==> src/rtl/pe_pkg.sv <==
// pe_pkg: definitions shared by the PE feeder and the Pe processing element.
// Holds the default sample/coefficient width and block length. It also holds
// the encoded FSM state type and its state constants used by pe_feeder.
package pe_pkg;

  localparam int PE_DATA_WIDTH = 8;
  localparam int PE_BLOCK_LEN  = 8;

  typedef logic [1:0] feeder_state_t;

  localparam feeder_state_t ST_FILL   = 2'd0;
  localparam feeder_state_t ST_STREAM = 2'd1;
  localparam feeder_state_t ST_DRAIN  = 2'd2;

endpackage

==> src/rtl/pe_feeder_buf.sv <==
// pe_feeder_buf: block buffer holding one block of samples for the PE feeder.
// BLOCK_LEN x DATA_WIDTH storage with one synchronous write port and one
// asynchronous read port. The contents are not reset.
// Ports:
//   clk        - clock, rising edge
//   i_we       - write enable
//   i_wr_addr  - write index
//   i_wr_data  - write data
//   i_rd_addr  - read index
//   o_rd_data  - read data, combinational from i_rd_addr
module pe_feeder_buf
  import pe_pkg::*;
#(
  parameter int DATA_WIDTH = PE_DATA_WIDTH,
  parameter int BLOCK_LEN  = PE_BLOCK_LEN
) (
  input  logic                         clk,
  input  logic                         i_we,
  input  logic [$clog2(BLOCK_LEN)-1:0] i_wr_addr,
  input  logic [DATA_WIDTH-1:0]        i_wr_data,
  input  logic [$clog2(BLOCK_LEN)-1:0] i_rd_addr,
  output logic [DATA_WIDTH-1:0]        o_rd_data
);

  logic [DATA_WIDTH-1:0] r_mem [BLOCK_LEN];

  always_ff @(posedge clk) begin
    if (i_we) r_mem[i_wr_addr] <= i_wr_data;
  end

  assign o_rd_data = r_mem[i_rd_addr];

endmodule

==> src/rtl/pe_feeder.sv <==
// pe_feeder: collects a block of samples and replays it to a PE chain.
// The sample stream is replayed with load/sum-diff control and a per-block
// coefficient. Each block is followed by idle cycles that flush the chain.
// Ports:
//   clk, rst                 - clock and synchronous active-high reset
//   sData/sValid/sReady      - upstream sample handshake
//   cfgCoef/cfgCoefWe        - coefficient write into the shadow register
//   xOut, zOut               - PE sample and partial-sum inputs (zOut is 0)
//   CoefficientOut           - coefficient latched for the current block
//   loadOut, sumDiffSelOut   - PE control
//   outValid, busy           - xOut valid, feeder streaming or draining
//
// state     | meaning
// ST_FILL   | accepting samples into the buffer, sReady=1
// ST_STREAM | replaying buffer[0..BLOCK_LEN-1], one per cycle
// ST_DRAIN  | DRAIN_CYCLES idle cycles with outputs zeroed
module pe_feeder
  import pe_pkg::*;
#(
  parameter int DATA_WIDTH   = PE_DATA_WIDTH,
  parameter int BLOCK_LEN    = PE_BLOCK_LEN,
  parameter int DRAIN_CYCLES = 8
) (
  input  logic                  clk,
  input  logic                  rst,
  input  logic [DATA_WIDTH-1:0] sData,
  input  logic                  sValid,
  output logic                  sReady,
  input  logic [DATA_WIDTH-1:0] cfgCoef,
  input  logic                  cfgCoefWe,
  output logic [DATA_WIDTH-1:0] xOut,
  output logic [DATA_WIDTH-1:0] zOut,
  output logic [DATA_WIDTH-1:0] CoefficientOut,
  output logic                  loadOut,
  output logic                  sumDiffSelOut,
  output logic                  outValid,
  output logic                  busy
);

  localparam int IDX_W = $clog2(BLOCK_LEN);
  localparam int CNT_W = (DRAIN_CYCLES > 1) ? $clog2(DRAIN_CYCLES) : 1;
  localparam logic [IDX_W-1:0] LAST_IDX   = IDX_W'(BLOCK_LEN - 1);
  localparam logic [CNT_W-1:0] DRAIN_LOAD = CNT_W'(DRAIN_CYCLES - 1);

  feeder_state_t         r_state;
  logic [IDX_W-1:0]      r_wr_idx;
  logic [IDX_W-1:0]      r_rd_idx;
  logic [CNT_W-1:0]      r_drain_cnt;
  logic [DATA_WIDTH-1:0] r_coef_shadow;
  logic [DATA_WIDTH-1:0] r_coef_active;
  logic [DATA_WIDTH-1:0] r_x_out;
  logic                  r_load;
  logic                  r_sel;
  logic                  r_valid;

  logic                  w_accept;
  logic                  w_last_wr;
  logic                  w_emit;
  logic                  w_to_drain;
  logic [DATA_WIDTH-1:0] w_rd_data;

  assign sReady     = (r_state == ST_FILL);
  assign w_accept   = sValid & sReady;
  assign w_last_wr  = w_accept & (r_wr_idx == LAST_IDX);
  // r_rd_idx is the index of the next sample to present. It wraps to 0 once
  // the last sample of the block has been presented, which ends STREAM.
  assign w_emit     = w_last_wr | ((r_state == ST_STREAM) & (r_rd_idx != '0));
  assign w_to_drain = (r_state == ST_STREAM) & (r_rd_idx == '0);

  pe_feeder_buf #(
    .DATA_WIDTH(DATA_WIDTH),
    .BLOCK_LEN (BLOCK_LEN)
  ) u_buf (
    .clk       (clk),
    .i_we      (w_accept),
    .i_wr_addr (r_wr_idx),
    .i_wr_data (sData),
    .i_rd_addr (r_rd_idx),
    .o_rd_data (w_rd_data)
  );

  always_ff @(posedge clk) begin
    if (rst) begin
      r_state       <= ST_FILL;
      r_wr_idx      <= '0;
      r_rd_idx      <= '0;
      r_drain_cnt   <= '0;
      r_coef_shadow <= '0;
      r_coef_active <= '0;
      r_x_out       <= '0;
      r_load        <= 1'b0;
      r_sel         <= 1'b0;
      r_valid       <= 1'b0;
    end else begin
      if (cfgCoefWe) r_coef_shadow <= cfgCoef;

      case (r_state)
        ST_FILL: begin
          if (w_accept) r_wr_idx <= r_wr_idx + 1'b1;
          if (w_last_wr) begin
            r_state       <= ST_STREAM;
            // A write landing on the same edge belongs to this block.
            r_coef_active <= cfgCoefWe ? cfgCoef : r_coef_shadow;
          end
        end
        ST_STREAM: begin
          if (w_to_drain) begin
            r_state     <= ST_DRAIN;
            r_drain_cnt <= DRAIN_LOAD;
          end
        end
        ST_DRAIN: begin
          if (r_drain_cnt == '0) r_state <= ST_FILL;
          else r_drain_cnt <= r_drain_cnt - 1'b1;
        end
        default: r_state <= ST_FILL;
      endcase

      // buffer[0] is already stored when the last sample is accepted, so the
      // first block sample can be registered on that same edge.
      if (w_emit) begin
        r_x_out  <= w_rd_data;
        r_load   <= (r_rd_idx <= IDX_W'(1));
        r_sel    <= r_rd_idx[0];
        r_valid  <= 1'b1;
        r_rd_idx <= r_rd_idx + 1'b1;
      end else if (w_to_drain) begin
        r_x_out <= '0;
        r_load  <= 1'b0;
        r_sel   <= 1'b0;
        r_valid <= 1'b0;
      end
    end
  end

  assign xOut           = r_x_out;
  assign zOut           = '0;
  assign CoefficientOut = r_coef_active;
  assign loadOut        = r_load;
  assign sumDiffSelOut  = r_sel;
  assign outValid       = r_valid;
  assign busy           = (r_state == ST_STREAM) | (r_state == ST_DRAIN);

endmodule

==> config.mk <==
export PLATFORM = sky130hd
export DESIGN_NAME = pe_feeder
export DESIGN_NICKNAME = d
export VERILOG_FILES = /design/src/rtl/pe_pkg.sv /design/src/rtl/pe_feeder_buf.sv /design/src/rtl/pe_feeder.sv
export SDC_FILE = /design/constraint.sdc
export NUM_CORES = 1
export LEC_CHECK = 0
export CORE_MARGIN = 5
export CORE_UTILIZATION = 45
export DETAILED_ROUTE_END_ITERATION = 6
export PLACE_DENSITY = 0.77
export SETUP_SLACK_MARGIN = 0.2
export SLEW_MARGIN = 30
export SYNTH_ARGS = -nofsm -noshare
export SYNTH_HDL_FRONTEND = slang
export SYNTH_SLANG_ARGS = --single-unit
==> constraint.sdc <==
create_clock -name clk -period 5.7 [get_ports clk]
set_input_delay 1.14 -clock clk [delete_from_list [all_inputs] [get_ports clk]]
set_output_delay 1.14 -clock clk [all_outputs]
set_load 0.01 [all_outputs]
==> impl_metrics.tcl, run 1 <==
set metrics [dict create \
    min_path_type "flip-flop to flip-flop" \
    synth_edf_count 64 \
    hpwl_um 5100 \
    antenna_left 0 \
    ys_ff_latch 105 \
    slew_headroom_pct 45.4 \
    via_per_inst 5.12 \
    cts_buffers 9 \
    peakVddDrop_mv 0.147 \
    avgRoutedWirePerCell_um 16.4 \
    synthAdderAreaFrac_pct 3.57 \
    fill_cells 770 \
    synth_top_family_by_area "multiplexers" \
    drt-initial-drc-count 129 \
    cts_tree "built" \
    syn_inst 292 \
    drt_wl_total_um 7320 \
    startpoint "r_state[0]" \
    post_cts_buffers 0 \
    gp_congestion 0.768 \
    path_clk_slew_ns 0.10 \
    die_y_um 107 \
    async_reset_ff_share_pct 0 \
    rsz0062_at_grt "false" \
    worst-setup-path-type "flip-flop to output port" \
    cp_max_fo 8 \
    drive_above_1_share_pct 14.9 \
    critical-path-max-stage-delay_ns 0.59 \
    insertion_delay_ns 0.36 \
    fin_crit_sh_pct 50.0 \
    critPathCaptureType "output port" \
    setup_viol 0 \
    areaGrowthSynthToFinish_pct 15.4 \
    dr.pass1.iters 4 \
    diodes 0 \
    skew_ns 0.0111 \
    cp_slowest_cell "clkdlybuf4s50_1" \
    rows 35 \
    grt-ovfl-total 0 \
    htreeDepth 3 \
    cts-resized-gates 0 \
    syn_area_um2 4210 \
    core_area_um2 9200 \
    nets 362 \
    first_global_vias 2428 \
    synth_warnings 0 \
    holdCritStartpoint "r_drain_cnt[0]" \
    r2r_start "r_wr_idx[1]" \
    die_w_um 107 \
    drv_cap 0 \
    fin_setup_tns_ns 0 \
    clockBufferDepth 2 \
    grt.total_usage_pct 13.7 \
    syn_avg_cell_area_um2 14.4 \
    ys.flop_type "edfxtp_1" \
    synth_cell_types 31 \
    cts_sinks 105 \
    initial_core_util_pct 45.8 \
    power.leakage_nw 1.69 \
    drv_slew 0 \
    grt_max_degree 35 \
    vias 2282 \
    arrival_ns 1.71 \
    status "finished clean" \
    postCtsHoldBufs 0 \
    yosysSeqAreaShare_pct 65.2 \
    fp.dieArea_um2 11400 \
    max_freq_mhz 351 \
    ioPinCount 49 \
    seq_area_um2 2740 \
    start_kind "flip-flop" \
    worst_pin_slew_ns 0.815 \
    crit_required_ns 4.56 \
    place_area_um2 4670 \
    cp_cell_sequence "inv_1 -> ha_1 -> clkdlybuf4s50_1" \
    cts-root-buf "clkbuf_8" \
    grt_pass1_wl_um 12000 \
    synth.area.mux_share_pct 11.2 \
    period_needed_ns 2.85 \
    multi_input_area_um2 1270 \
    hold_viol_final 0 \
    drc 0 \
    antenna_found_initial 0 \
    synth_compound_gate_area_share_pct 6.75 \
    yosys.area_share.simple_pct 7.19 \
    synthXorXnorAreaFrac_pct 0.416 \
    fin_area_um2 4860 \
    port_buffers 40 \
    power_density_nw_per_um2 272 \
]
==> layout make-up <==
class	count	share of cell area, %
sequential	105	56.5
inverter	26	2.01
timing repair buffer	42	8.55
clock inverter	7	1.29
tap	111	2.86
multi-input combinational	146	26.2
clock buffer	9	2.55
==> final timing paths <==
check,endpoint,slack (ns),cells past startpoint
worst min register to register,r_drain_cnt[0],0.47,2
worst min-delay path,r_drain_cnt[0],0.47,2
worst max register to register,xOut[6],3.46,6
worst max-delay path,sReady,2.85,3
==> worst max-delay path: cells and delay by family, from the launching register on <==
kind	cells	cell delay [ns]
buf+inv	2	0.70
fa+ha+maj	1	0.31
flops	1	0.34
==> registers in the layout, summed over array words and instances (netlist names), named ones only <==
name	count
sumDiffSelOut	1
xOut	8
r_coef_shadow	8
u_buf.r_mem	64
CoefficientOut	8
r_wr_idx	3
outValid	1
loadOut	1
r_rd_idx	3
r_state	2
r_drain_cnt	3
==> layer usage <==
layer / part of all wire, % / up-vias / global-route usage [%]
met3: 5.9 / 9 / 4.33
met2: 50 / 57 / 22.9
met1: 43 / 1108 / 17.1
met4: 1.2 / 0 / 3.84
met5: 0 / - / 0
li1: - / 1108 / -
==> synthesized netlist by cell type, types with 7 or more instances <==
cell | n | area [µm²]
buf_4 | 10 | 75.1
a21oi_1 | 9 | 45.0
ha_1 | 12 | 150
mux4_2 | 16 | 360
nand2_1 | 15 | 56.3
edfxtp_1 | 64 | 1920
mux2i_1 | 11 | 110
nand2b_1 | 7 | 43.8
a211oi_1 | 10 | 75.1
inv_1 | 26 | 97.6
dfxtp_1 | 41 | 821
nor2_1 | 27 | 101
o221ai_2 | 8 | 120
==> cell families (layout without fill, tap and decap cells) <==
family | Yosys count | after routing
DFF | 105 | 105
and+or+nand+nor | 65 | 65
buffers and inverters | 48 | 84
AOI/OAI and AO/OA | 32 | 32
muxes | 27 | 27
adders and majority gates | 12 | 12
xor gates and xnor gates | 2 | 2
other | 1 | 8
==> through the flow <==
step	worst slack [ns]	total power [mW]	instances	util, %	hold WS [ns]
floorplan	3.19	0.879	299	-	0.446
global placement	2.40	0.904	430	50.6	0.451
detailed placement	2.59	0.908	430	50.8	0.455
CTS	2.82	1.34	446	52.8	0.482
global route	2.75	1.37	446	52.8	0.508
finish	2.85	1.32	446	52.8	0.475
==> placed cells by master (no fill, tap or decap) <==
master	instances
a22oi_1	1
clkinvlp_4	2
clkbuf_8	9
nor3_2	5
inv_1	26
o221ai_2	8
clkinv_2	1
xnor2_1	1
or3_1	3
edfxtp_1	64
a21oi_4	1
o21ai_0	2
a21oi_1	9
nor2b_1	1
or3b_1	1
a222oi_1	1
ha_1	12
inv_8	3
mux2i_1	11
mux4_2	16
nand3_1	4
nor4_1	1
a211oi_1	10
dfxtp_1	40
dfxtp_2	1
inv_6	1
nor2_1	27
conb_1	8
nand2_1	15
clkdlybuf4s50_1	40
buf_4	2
xor2_1	1
nand2b_1	7
and3_4	1
==> power by group <==
part	switching [mW]	internal, mW
registers	0.00643	0.820
clock network	0.263	0.169
logic	0.0360	0.0265
total	0.306	1.02
Power figures use the tool's default switching activity.
==> run 2: changes to the inputs <==
==> constraint.sdc (replaced) <==
create_clock -name clk -period 2.7 [get_ports clk]
set_input_delay 0.54 -clock clk [delete_from_list [all_inputs] [get_ports clk]]
set_output_delay 0.54 -clock clk [all_outputs]
set_load 0.01 [all_outputs]
==> run 2 against run 1 <==
  * Sequential share of layout area fell by 1.1 points
  * Final cell count rose by 2.2%
  * Core utilization rose by 1.0 points
  * Sequential power rose by 110%
  * Die area did not move
  * Clock power rose to 2.5 times the previous value
  * Clock-buffer cell count did not move
  * Register-to-register slack got worse by 2.8 ns
  * Final area rose by 1.9%
  * Routed wire length rose by 3.6%
  * Combinational power rose by 110%
  * Via count rose by 2.6%
  * Highest routed layer unchanged
==> impl_metrics.tcl, run 2 (synthesis results as in run 1) <==
set metrics [dict create \
    post_cts_buffers 0 \
    cts-resized-gates 0 \
    avgRoutedWirePerCell_um 16.6 \
    cts_tree "built" \
    antenna_found_initial 0 \
    path_clk_slew_ns 0.10 \
    antenna_left 0 \
    cp_max_fo 8 \
    clockBufferDepth 2 \
    critPathCaptureType "output port" \
    fp.dieArea_um2 11400 \
    cts-root-buf "clkbuf_8" \
    min_path_type "flip-flop to flip-flop" \
    rr_endpoint "xOut[4]" \
    via_per_inst 5.14 \
    gp_congestion 0.720 \
    htreeDepth 3 \
    die_y_um 107 \
    cts_buffers 9 \
    holdPathStages 2 \
    met3_usage_pct 4.33 \
    first_global_vias 2402 \
    slew_headroom_pct 43.6 \
    grt_use_met2_pct 23.9 \
    nets 372 \
    crit_required_ns 2.16 \
    r2r_cells 6 \
    drc 0 \
    fin_crit_sh_pct 83.0 \
    grt.total_usage_pct 14.0 \
    arrival_ns 1.70 \
    grt_max_degree 20 \
    hold_viol_final 0 \
    dr.pass1.iters 4 \
    rsz0062_at_grt "false" \
    fin_area_um2 4950 \
    ioPinCount 49 \
    final_core_util_pct 53.8 \
    status "finished clean" \
    r2r_start "r_wr_idx[1]" \
    hpwl_um 5150 \
    place_area_um2 4720 \
    drt-initial-drc-count 113 \
    largest_register "u_buf.r_mem" \
    cts_sinks 105 \
    diodes 0 \
    max_freq_mhz 446 \
    drt_wl_total_um 7580 \
    die_w_um 107 \
    setup_viol 0 \
    fin_setup_tns_ns 0 \
    holdPathEnd "sumDiffSelOut" \
    worst-setup-path-type "flip-flop to output port" \
    largest_reg_flops 64 \
    peakVddDrop_mv 0.361 \
    worst_slack_ns 0.458 \
    drive_above_1_share_pct 15.7 \
    rows 35 \
    grt_pass1_wl_um 12300 \
    post-place-ws_ns 0.374 \
    vias 2342 \
    insertion_delay_ns 0.36 \
    initial_core_util_pct 45.8 \
    port_buffers 40 \
    drv_cap 0 \
    mostFrequentLayoutCell "edfxtp_1" \
    areaGrowthSynthToFinish_pct 17.6 \
    worst_pin_slew_ns 0.844 \
    grt-busiest-layer "met2" \
    grt_util_met1_pct 17.6 \
    power.leakage_nw 1.75 \
    grt-ovfl-total 0 \
    power_density_nw_per_um2 598 \
    start_kind "flip-flop" \
    hold-worst-slack_ns 0.480 \
    place_inst 440 \
    period_needed_ns 2.24 \
    power_mw 2.96 \
    core_area_um2 9200 \
    skew_ns 0.0102 \
    mostFrequentLayoutCells "edfxtp_1 (64), dfxtp_1 (41), clkdlybuf4s50_1 (40)" \
    r2r_slack_ns 0.71 \
    holdCritStartpoint "sumDiffSelOut" \
    postCtsHoldBufs 0 \
    drv_slew 0 \
    final_cell_count_no_fill 456 \
]
==> run 2: worst max path at each step <==
stage | startpoint | to | slack (ns) | cells after the start
after global placement | sValid | xOut[4] | 0.46 | 5
final | r_state[0] | sReady | 0.46 | 3
after floorplan | r_state[0] | u_buf.r_mem[0][0] | 0.55 | 4
after detailed placement | sValid | xOut[4] | 0.37 | 5
after CTS | r_state[1] | sReady | 0.43 | 3
after global routing | r_state[0] | sReady | 0.33 | 3
==> run 2: metal layers <==
layer	wire (µm)	part of all wire [%]
met5	0	0
met4	93	1.2
met2	3760	50
met3	348	4.6
met1	3380	45
==> run 2: worst max-delay path, stage by stage, from the launching register on <==
cell             delay, ns
dfxtp_1               0.34
inv_1                 0.10
ha_1                  0.31
clkdlybuf4s50_1       0.59
==> run 2: layout make-up <==
cell class	count	area, µm²
fillers	776	4250
flip-flops and latches	105	2740
multi-input cells	146	1250
repair buffers	52	490
well taps	111	139
clock buffers	9	124
clock inverters	7	101
inverters	26	97.6
==> run 2: power by group <==
group | internal (mW) | switching [mW]
logic | 0.0591 | 0.0750
registers | 1.73 | 0.0119
clock network | 0.533 | 0.550
==> edit (settings of run 1) <==
Register the inputs `cfgCoef` and `cfgCoefWe` before use, with the module's reset. The logic sees them one clock later. The other inputs are not delayed to match.
--- a/src/rtl/pe_feeder.sv
+++ b/src/rtl/pe_feeder.sv
@@ -41,6 +41,19 @@
   localparam int CNT_W = (DRAIN_CYCLES > 1) ? $clog2(DRAIN_CYCLES) : 1;
   localparam logic [IDX_W-1:0] LAST_IDX   = IDX_W'(BLOCK_LEN - 1);
   localparam logic [CNT_W-1:0] DRAIN_LOAD = CNT_W'(DRAIN_CYCLES - 1);
+
+  logic [DATA_WIDTH-1:0] cfgCoef_q;
+  logic cfgCoefWe_q;
+
+  always_ff @(posedge clk) begin
+    if (rst) begin
+      cfgCoef_q   <= '0;
+      cfgCoefWe_q <= '0;
+    end else begin
+      cfgCoef_q   <= cfgCoef;
+      cfgCoefWe_q <= cfgCoefWe;
+    end
+  end
 
   feeder_state_t         r_state;
   logic [IDX_W-1:0]      r_wr_idx;
@@ -92,7 +105,7 @@
       r_sel         <= 1'b0;
       r_valid       <= 1'b0;
     end else begin
-      if (cfgCoefWe) r_coef_shadow <= cfgCoef;
+      if (cfgCoefWe_q) r_coef_shadow <= cfgCoef_q;
 
       case (r_state)
         ST_FILL: begin
@@ -100,7 +113,7 @@
           if (w_last_wr) begin
             r_state       <= ST_STREAM;
             // A write landing on the same edge belongs to this block.
-            r_coef_active <= cfgCoefWe ? cfgCoef : r_coef_shadow;
+            r_coef_active <= cfgCoefWe_q ? cfgCoef_q : r_coef_shadow;
           end
         end
         ST_STREAM: begin
Function: changed (a bounded check fails within 10 cycles, from zero or initial values and one cycle with rst high).
==> edit against run 1 <==
- worst setup slack worse by 0.13 ns
- sequential cell count grew 9
- final area increased by 14%
- clock skew increased by 0.00087 ns
- clock power grew 130%
- routed wire length rose by 9.0%
- area after synthesis up 5.7%
- sequential power grew 8.3%
- combinational power decreased by 2%
- via count is 9.6% higher
- final cell count increased by 12%
- total power rose by 49%
- largest cell class unchanged
==> edit: results (changes against run 1) <==
Global route
  – First-pass GRT wire length: 13.00 mm (+8.0%)
  – Total track usage: 14.67% (+1.0 points)
  – Routing usage on met1: 16.13% (-0.95 points)
  – Vias in the first global route: 2696 (+11%)
  – Largest net degree at the start of global routing: 44 (+26%)
  – GRT met3 Usage: 6.166% (+1.8 points)
  – GR Layer Usage met2: 26.11% (+3.2 points)

Clocking
  – Setup Buffers After CTS: 0 (unchanged)
  – # H-tree levels: 4 (+1)
  – TritonCTS Buffers: 17 (+8)
  – Clock Pin Slew Worst Setup and Hold Paths: 0.06 ns (-0.04 ns)
  – Worst skew pair latency: 0.50 ns (+0.14 ns)

Outcome
  – Status: complete, no violations

Routing
  – Metal3 WL: 438 microns (+0.69%)
  – Vias after detailed routing: 2502 (+9.6%)
  – Initial DRC count: 104 (-19%)
  – Met2 routed wirelength: 4.269 mm (+17%)
  – Vias per inst: 4.994 (-2.4%)
  – Routed WL: 7.977 mm (+9.0%)
  – Met1 wire length: 3.238 mm (+3.1%)

STA
  – Final setup viols: 0 (unchanged)
  – Maximum clock frequency: 0.3353 GHz (-4.4%)
  – Worst hold slack: 0.4713 ns (-0.003465 ns)
  – Worst-Margin Slew: 0.8390 ns (+0.02355 ns)
  – Final Skew: 0.01199 ns (+0.0008706 ns)

Logic synthesis
  – Mux share of post-synthesis cell area: 10.58% (-0.60 points)
  – Top post-synthesis cells by area: edfxtp_1 43%, dfxtp_1 23%, mux4_2 8.1%
  – Xor and xnor area share after synthesis: 0.3938% (-0.022 points)
  – Post-Synth Adder-Cell Area: 3.376% (-0.19 points)
  – Synth Area in Compound Gates: 6.498% (-0.25 points)
  – Register bit count reported by yosys: 114 (+8.6%)
  – Synth unique cells: 33 (+6.5%)
  – Syn avg cell area: 14.35 sq um (-0.46%)
  – Synthesized area: 4448 sq um (+5.7%)
  – Register area share after synthesis: 65.71% (+0.55 points)

Finish
  – Fraction of area in multi-input gates: 24.17% (-2.1 points)
  – Layout fillers: 787 (+2.2%)
  – Ratio of cells with drive above 1 in the final layout: 17.66% (+2.7 points)
  – Clk cell area share: 10.61% (+6.8 points)
  – Inverter count: 25 (-3.8%)
  – Count of multi-input gates: 155 (+6.2%)
  – Largest register by flop count: u_buf.r_mem
  – Data buffer area share: 7.527% (-1.0 points)
  – Register Area: 2924 sq um (+6.6%)
  – Multi-input gate area: 1334 sq um (+4.6%)
  – Final net count: 387 (+6.9%)
  – Clock buffer count: 22 (+13)

Power
  – Pint: 1569 uW (+54%)
  – PD cells: 356.7 nW/um^2 (+31%)
  – Clock share of power: 51.4% (+19 points)
  – Sequential power: 896 uW (+8.3%)
  – Pleak: 0.001952 uW (+16%)
  – VDD IR max: 0.2008 mV (+37%)

Placement
  – Setup WS pre-CTS: 2.593 ns (+0.002980 ns)
  – DP Cell Count: 469 (+9.1%)
  – GP Congestion: 0.7363 (-4.1%)

Worst setup path
  – Crit path arrival time: 1.84 ns (+0.13 ns)
## edit: changes by cell type after synthesis, sizes merged, moves of 2 or more
cell    delta
a211oi     -2
nor2b     +11
a311oi     +2
nand2b     -3
dfxtp      +9
## edit: worst paths after layout
path | endpoint | cells past startpoint | startpoint
setup / recovery | sReady | 3 | r_state[1]$_SDFFE_PP0P_
hold / removal | xOut[5]$_SDFFE_PP0P_ | 2 | xOut[5]$_SDFFE_PP0P_
setup reg to reg | xOut[4]$_SDFFE_PP0P_ | 6 | r_wr_idx[1]$_SDFFE_PP0P_
hold reg to reg | xOut[5]$_SDFFE_PP0P_ | 2 | xOut[5]$_SDFFE_PP0P_
## edit: worst max-delay path, cell delays in order, from the launching register on
cell	delay, ns
dfxtp_1	0.32
inv_1	0.10
ha_1	0.32
clkdlybuf4s50_1	0.60
